`src/rtl/hilo_pkg.sv`:
```
// Shared definitions for the HI/LO multiply controller: op codes and controller states.
package hilo_pkg;

    localparam logic [2:0] OP_MULT = 3'b001;
    localparam logic [2:0] OP_MTHI = 3'b010;
    localparam logic [2:0] OP_MTLO = 3'b011;
    localparam logic [2:0] OP_MFHI = 3'b100;
    localparam logic [2:0] OP_MFLO = 3'b101;

    typedef enum logic [1:0] {
        IDLE   = 2'd0,
        LAUNCH = 2'd1,
        WAIT   = 2'd2
    } state_t;

endpackage

```
`src/rtl/hilo_mult_ctrl_if.sv`:
```
// Bundle between control unit / multiplier side (master) and the HI/LO controller (slave).
interface hilo_mult_ctrl_if #(
    parameter int WIDTH = 32
);

    logic             op_valid;
    logic [2:0]       op_code;
    logic [WIDTH-1:0] rs_val;
    logic [WIDTH-1:0] rt_val;
    logic             op_ready;
    logic             stall;
    logic             mult_start;
    logic [WIDTH-1:0] mult_a;
    logic [WIDTH-1:0] mult_b;
    logic             mult_done;
    logic [WIDTH-1:0] mult_hi;
    logic [WIDTH-1:0] mult_lo;
    logic [WIDTH-1:0] hi_q;
    logic [WIDTH-1:0] lo_q;
    logic [WIDTH-1:0] rdata;
    logic             rdata_valid;
    logic             busy;
    logic             timeout_err;

    modport master (
        output op_valid, op_code, rs_val, rt_val,
        output mult_done, mult_hi, mult_lo,
        input  op_ready, stall, mult_start, mult_a, mult_b,
        input  hi_q, lo_q, rdata, rdata_valid, busy, timeout_err
    );

    modport slave (
        input  op_valid, op_code, rs_val, rt_val,
        input  mult_done, mult_hi, mult_lo,
        output op_ready, stall, mult_start, mult_a, mult_b,
        output hi_q, lo_q, rdata, rdata_valid, busy, timeout_err
    );

endinterface

```
`src/rtl/hilo_mult_ctrl.sv`:
```
// Owns the architectural HI/LO pair: launches Booth multiplies, captures their products,
// and serves MTHI/MTLO/MFHI/MFLO while interlocking them against an in-flight multiply.
module hilo_mult_ctrl
    import hilo_pkg::*;
#(
    parameter int WIDTH   = 32,
    parameter int TIMEOUT = 40
) (
    input  logic            clk,
    input  logic            reset,
    hilo_mult_ctrl_if.slave bus
);

    localparam int            CW       = $clog2(TIMEOUT + 1);
    localparam logic [CW-1:0] CNT_LAST = CW'(TIMEOUT - 1);

    state_t           state_q;
    state_t           state_d;
    logic [CW-1:0]    wait_cnt;
    logic             done_d;
    logic             done_rise;
    logic             accept;
    logic             load_product;
    logic             start;
    logic             timeout;
    logic [WIDTH-1:0] hi_r;
    logic [WIDTH-1:0] lo_r;
    logic [WIDTH-1:0] rdata_r;
    logic [WIDTH-1:0] a_r;
    logic [WIDTH-1:0] b_r;
    logic             rdata_valid_r;

    // Only a fresh rise of done counts, so a level left high by the previous op is ignored.
    assign done_rise = bus.mult_done && !done_d;
    assign accept    = bus.op_valid && (state_q == IDLE);

    always_ff @(posedge clk) begin
        if (reset) begin
            state_q <= IDLE;
        end else begin
            state_q <= state_d;
        end
    end

    always_comb begin
        state_d      = state_q;
        start        = 1'b0;
        timeout      = 1'b0;
        load_product = 1'b0;
        case (state_q)
            IDLE: begin
                if (accept && (bus.op_code == OP_MULT)) begin
                    state_d = LAUNCH;
                end
            end
            LAUNCH: begin
                start   = 1'b1;
                state_d = WAIT;
            end
            WAIT: begin
                if (done_rise) begin
                    load_product = 1'b1;
                    state_d      = IDLE;
                end else if (wait_cnt == CNT_LAST) begin
                    timeout = 1'b1;
                    state_d = IDLE;
                end
            end
            default: begin
                state_d = IDLE;
            end
        endcase
    end

    // The counter restarts at LAUNCH and saturates, so it never wraps inside WAIT.
    always_ff @(posedge clk) begin
        if (reset) begin
            wait_cnt <= '0;
            done_d   <= 1'b0;
        end else begin
            done_d <= bus.mult_done;
            if (state_q == LAUNCH) begin
                wait_cnt <= '0;
            end else if ((state_q == WAIT) && (wait_cnt != CNT_LAST)) begin
                wait_cnt <= wait_cnt + CW'(1);
            end
        end
    end

    always_ff @(posedge clk) begin
        if (reset) begin
            hi_r          <= '0;
            lo_r          <= '0;
            rdata_r       <= '0;
            rdata_valid_r <= 1'b0;
            a_r           <= '0;
            b_r           <= '0;
        end else begin
            rdata_valid_r <= 1'b0;
            if (accept) begin
                case (bus.op_code)
                    OP_MULT: begin
                        a_r <= bus.rs_val;
                        b_r <= bus.rt_val;
                    end
                    OP_MTHI: hi_r <= bus.rs_val;
                    OP_MTLO: lo_r <= bus.rs_val;
                    OP_MFHI: begin
                        rdata_r       <= hi_r;
                        rdata_valid_r <= 1'b1;
                    end
                    OP_MFLO: begin
                        rdata_r       <= lo_r;
                        rdata_valid_r <= 1'b1;
                    end
                    default: begin
                    end
                endcase
            end
            if (load_product) begin
                hi_r <= bus.mult_hi;
                lo_r <= bus.mult_lo;
            end
        end
    end

    assign bus.op_ready    = (state_q == IDLE);
    assign bus.stall       = bus.op_valid && (state_q != IDLE);
    assign bus.busy        = (state_q != IDLE);
    assign bus.mult_start  = start;
    assign bus.timeout_err = timeout;
    assign bus.mult_a      = a_r;
    assign bus.mult_b      = b_r;
    assign bus.hi_q        = hi_r;
    assign bus.lo_q        = lo_r;
    assign bus.rdata       = rdata_r;
    assign bus.rdata_valid = rdata_valid_r;

endmodule

```
`src/flat_wrapper.sv`:
```
// flat-port wrapper written by rule: the top's interface ports become plain ports
module hilo_mult_ctrl_flat import hilo_pkg::*;
#(
    parameter int WIDTH   = 32,
    parameter int TIMEOUT = 40
)
  (clk, reset, bus_op_valid, bus_op_code, bus_rs_val, bus_rt_val, bus_mult_done, bus_mult_hi, bus_mult_lo, bus_op_ready, bus_stall, bus_mult_start, bus_mult_a, bus_mult_b, bus_hi_q, bus_lo_q, bus_rdata, bus_rdata_valid, bus_busy, bus_timeout_err);
  hilo_mult_ctrl_if #(.WIDTH(WIDTH)) bus_i ();
  input  logic clk;
  input  logic reset;
  input wire logic [$bits(bus_i.op_valid)-1:0] bus_op_valid;
  input wire logic [$bits(bus_i.op_code)-1:0] bus_op_code;
  input wire logic [$bits(bus_i.rs_val)-1:0] bus_rs_val;
  input wire logic [$bits(bus_i.rt_val)-1:0] bus_rt_val;
  input wire logic [$bits(bus_i.mult_done)-1:0] bus_mult_done;
  input wire logic [$bits(bus_i.mult_hi)-1:0] bus_mult_hi;
  input wire logic [$bits(bus_i.mult_lo)-1:0] bus_mult_lo;
  output wire logic [$bits(bus_i.op_ready)-1:0] bus_op_ready;
  output wire logic [$bits(bus_i.stall)-1:0] bus_stall;
  output wire logic [$bits(bus_i.mult_start)-1:0] bus_mult_start;
  output wire logic [$bits(bus_i.mult_a)-1:0] bus_mult_a;
  output wire logic [$bits(bus_i.mult_b)-1:0] bus_mult_b;
  output wire logic [$bits(bus_i.hi_q)-1:0] bus_hi_q;
  output wire logic [$bits(bus_i.lo_q)-1:0] bus_lo_q;
  output wire logic [$bits(bus_i.rdata)-1:0] bus_rdata;
  output wire logic [$bits(bus_i.rdata_valid)-1:0] bus_rdata_valid;
  output wire logic [$bits(bus_i.busy)-1:0] bus_busy;
  output wire logic [$bits(bus_i.timeout_err)-1:0] bus_timeout_err;
  assign bus_i.op_valid = bus_op_valid;
  assign bus_i.op_code = bus_op_code;
  assign bus_i.rs_val = bus_rs_val;
  assign bus_i.rt_val = bus_rt_val;
  assign bus_i.mult_done = bus_mult_done;
  assign bus_i.mult_hi = bus_mult_hi;
  assign bus_i.mult_lo = bus_mult_lo;
  assign bus_op_ready = bus_i.op_ready;
  assign bus_stall = bus_i.stall;
  assign bus_mult_start = bus_i.mult_start;
  assign bus_mult_a = bus_i.mult_a;
  assign bus_mult_b = bus_i.mult_b;
  assign bus_hi_q = bus_i.hi_q;
  assign bus_lo_q = bus_i.lo_q;
  assign bus_rdata = bus_i.rdata;
  assign bus_rdata_valid = bus_i.rdata_valid;
  assign bus_busy = bus_i.busy;
  assign bus_timeout_err = bus_i.timeout_err;
  hilo_mult_ctrl #(.WIDTH(WIDTH), .TIMEOUT(TIMEOUT)) u_core (.clk(clk), .reset(reset), .bus(bus_i));
endmodule
```
`config.mk`:
```
export PLATFORM = sky130hd
export DESIGN_NAME = hilo_mult_ctrl_flat
export DESIGN_NICKNAME = d
export VERILOG_FILES = /design/src/rtl/hilo_pkg.sv /design/src/rtl/hilo_mult_ctrl_if.sv /design/src/rtl/hilo_mult_ctrl.sv /design/src/flat_wrapper.sv
export SDC_FILE = /design/constraint.sdc
export NUM_CORES = 1
export LEC_CHECK = 0
export CAP_MARGIN = 20
export CORE_MARGIN = 1.5
export CORE_UTILIZATION = 44
export DETAILED_ROUTE_END_ITERATION = 10
export GPL_TIMING_DRIVEN = 0
export PLACE_DENSITY = 0.82
export SLEW_MARGIN = 20
export SYNTH_ARGS = -nofsm -noshare
export SYNTH_HDL_FRONTEND = slang
export SYNTH_SLANG_ARGS = --single-unit
```
`constraint.sdc`:
```
create_clock -name clk -period 2.7 [get_ports clk]
set_input_delay 0.675 -clock clk [delete_from_list [all_inputs] [get_ports clk]]
set_output_delay 0.675 -clock clk [all_outputs]
set_load 0.05 [all_outputs]
```
==> run summary, run 1 <==
Max-slew violation count - 0
Fmax - 377.5 MHz
Synth Cell Area - 7318 um^2
Top cells by area, synth - dfxtp_1, a311oi_1, nand3_1, o21ai_0, a21oi_1
Status - completed
Pwr/cell area - 559.2 nW/um^2
Share of post-route cells with drive strength above 1 - 4.439%
Largest net degree at the start of global routing - 19
H-tree depth - 4
Drt initial violations - 783
# fillers - 1,299
Ys async rst share - 0%
Sequential share of power - 42.1%
Setup crit start kind - register
# IOs - 301
Layout Cells excl Fill - 1,455
Setup crit start - u_core.state_q[1]
DRC errors left - 0
Die width - 132.0 um
Pleak - 3.565 nW
FF-to-FF End - u_core.bus.hi_q[19]
Root Driver - clkbuf_16
Net count after synthesis - 1,046
Max clock buf depth - 2
Final GP Congestion - 0.9085
Rel. slew slack - 35.43%
Commonest non-fill, non-tap cell in the layout - clkdlybuf4s50_1
Dominant cell type by area after synthesis - dfxtp_1
Vias - 8,694
Hold Slack - 0.4741 ns
Power Internal - 4.457 mW
Most frequent cells in the layout - clkdlybuf4s50_1, dfxtp_1, nand3_1
Avg Cell Area, Syn - 8.042 um^2
Largest delay share family, worst path - buffers and inverters
Hold crit path type - register to register
Grt total ovfl - 0
Synth top area share - 46.50%
Drt pass-1 iters - 6
Reg2reg path depth - 6
Switching pwr - 1.795 mW
CTS tree - built
First-pass GRT wire length - 46,540 um
Worst setup EP type - output port
Num CTS Buffers - 17
Max-Cap Viols - 0
VDD IR max - 433.3 uV
Reg area - 3403 um^2
Slowest Stage Delay on Critical Path - 0.82 ns
Worst setup endpoint - bus_busy
Min cycle time layout - 2.649 ns
Slack of the worst reg-to-reg path - 0.58 ns
Ys flop type - dfxtp_1
Vias in the first global route - 8,290
Part of the power in combinational logic - 16.8%
Gr usage total - 34.29%
Initial cell density of the core - 45.57%
Synthesis Warnings - 0
Crit Path Max Fanout - 9
Die area - 17,410 um^2
Layout area overhead - 52.78%
Row count - 46
Endpoints failing hold - 0
Core area - 16,060 um^2
CP Cell Sequence - or2_2 -> clkdlybuf4s50_1
Sw frac - 28.71%
Vias/cell - 5.975
Flops & latches, synth - 170
Synth cell types - 34
Critical Path Slowest Stage Cell - clkdlybuf4s50_1
Final clock skew - 0.01113 ns
Avg WL per Cell - 20.98 um
Dpl hpwl - 22,530 um
Worst setup path category - register to output port
CP Data Required Time - 2.03 ns
CTS Hold Bufs - 0
RSZ-0062 raised after global routing - false
Initial antenna violation count - 0
Input/output buffers - 298
Critical Path Stages - 2
Buf+Inv Stages, Crit Path - 1
Tcrit/Tclk final - 98.11%
Post-route ant nets - 0
Placed Cells - 1,424
DRT Wirelength - 30,530 um
Die H - 132.0 um
Nets - 1,362
Clock share of power - 41.1%
Sequential share of the synthesized area - 46.50%
RR Startpoint - u_core.state_q[0]
Clk pin slew, worst setup/hold paths - 0.07 ns
EDFF count, synth - 0
Clk_lat worst skew - 0.44 ns
Worst Path Arrival - 1.97 ns
Clock Sinks - 170
Post-synthesis cell count - 910
Multi-input gate area - 3471 um^2
Measured slew at the worst slew-check pin - 0.9685 ns
Diodes inserted - 0
Setup-failing EPs final - 0
power by group through the flow:
stage | combinational [mW] | clock [mW] | sequential [mW]
2_1_floorplan | 0.287 | 0 | 2.92
3_3_place_gp | 1.03 | 0 | 2.68
3_5_place_dp | 1.03 | 0 | 2.69
4_1_cts | 1.04 | 2.57 | 2.63
5_1_grt | 1.10 | 2.68 | 2.64
6_report | 1.05 | 2.57 | 2.63
metal layers:
layer  track usage [%]  vias to the layer above  part of all wire, %
met4             16.54                        0                  4.4
met5                 0                        -                    0
met2             56.02                      526                   46
met3             10.19                       97                   11
met1             41.28                     4097                   39
li1                  -                     3974                    -
worst min-delay path by stage:
stage                               start                     to  slack, ns  cells past startpoint
finish              u_core.bus.mult_b[11]  u_core.bus.mult_b[11]       0.47                      2
global route         u_core.bus.mult_b[6]   u_core.bus.mult_b[6]       0.49                      2
CTS                 u_core.bus.mult_b[11]  u_core.bus.mult_b[11]       0.48                      2
detailed placement  u_core.bus.mult_a[15]  u_core.bus.mult_a[15]       0.47                      2
global placement     u_core.bus.mult_b[1]   u_core.bus.mult_b[1]       0.46                      2
floorplan              u_core.wait_cnt[5]     u_core.wait_cnt[5]       0.45                      2
synth_stat cells (2+ instances only):
cell / instances
buf_2: 14
nor3_1: 2
nand2_1: 67
nand2b_1: 5
and3b_1: 3
dfxtp_1: 170
mux2i_1: 3
nand3b_1: 6
nor2b_1: 5
o21ai_1: 9
a21oi_1: 98
nor2_1: 66
buf_1: 2
and2_1: 3
nand3_1: 130
a311oi_1: 97
inv_1: 2
buf_6: 2
clkbuf_1: 91
o21ai_0: 120
or3b_2: 2
stage by stage:
stage | cell area (um^2) | power, mW | setup WS [ns] | setup TNS, ns | utilization [%]
6_report | 11180 | 6.252 | 0.05094 | 0 | 69.63
5_1_grt | 11180 | 6.419 | 0.02164 | 0 | 69.63
4_1_cts | 11180 | 6.239 | 0.03956 | 0 | 69.60
3_5_place_dp | 10570 | 3.719 | -0.2824 | -4.624 | 65.83
3_3_place_gp | 10570 | 3.710 | -0.2827 | -3.198 | 65.83
2_1_floorplan | 7318 | 3.210 | 0.1681 | 0 | -
cells by family after synthesis:
group / count (synthesis) / share of synthesized area (%)
multiplexers: 3 / 0.4103
AO/OA/AOI/OAI: 327 / 27.44
adder cells (fa/ha/maj): 1 / 0.1709
flip-flops: 170 / 46.50
AND/OR/NAND/NOR: 298 / 19.34
buffers and inverters: 111 / 6.138
sequential cells by signal, summed over array words and instances, names as in the netlist:
register and flops:
u_core.wait_cnt 6, u_core.bus.lo_q 32, u_core.bus.mult_a 32, u_core.bus.rdata 32
u_core.done_d 1, u_core.bus.rdata_valid 1, u_core.bus.hi_q 32, u_core.state_q 2
u_core.bus.mult_b 32
worst min-delay path: stages (launching register included):
cell     delay (ns)
dfxtp_1        0.31
o21ai_0        0.06
a21oi_1        0.06
layout make-up:
type,count,share of cell area [%]
Timing Repair Buffer,298,26.66
Buffer,108,3.917
Inverter,2,0.06714
Clock inverter,14,1.533
Clock buffer,18,3.928
Sequential cell,170,30.44
Multi-Input combinational cell,629,31.04
Tap cell,216,2.417
timing repair:
item                       CTS  global route
resized for setup            7             1
buffers inserted             0             0
setup endpoints to repair    4             1
pin swaps                    0             0
gates cloned                 0             0
(Power assumes the default switching activity.)
==> run 2: changes to the inputs <==
--- a/config.mk
+++ b/config.mk
@@ -8,6 +8,7 @@
 export CAP_MARGIN = 20
 export CORE_MARGIN = 1.5
 export CORE_UTILIZATION = 44
+export CTS_CLUSTER_SIZE = 12
 export DETAILED_ROUTE_END_ITERATION = 10
 export GPL_TIMING_DRIVEN = 0
 export PLACE_DENSITY = 0.82
==> results of run 2 <==
Same layout as run 1: the final DEF is identical, and so are final timing and power.
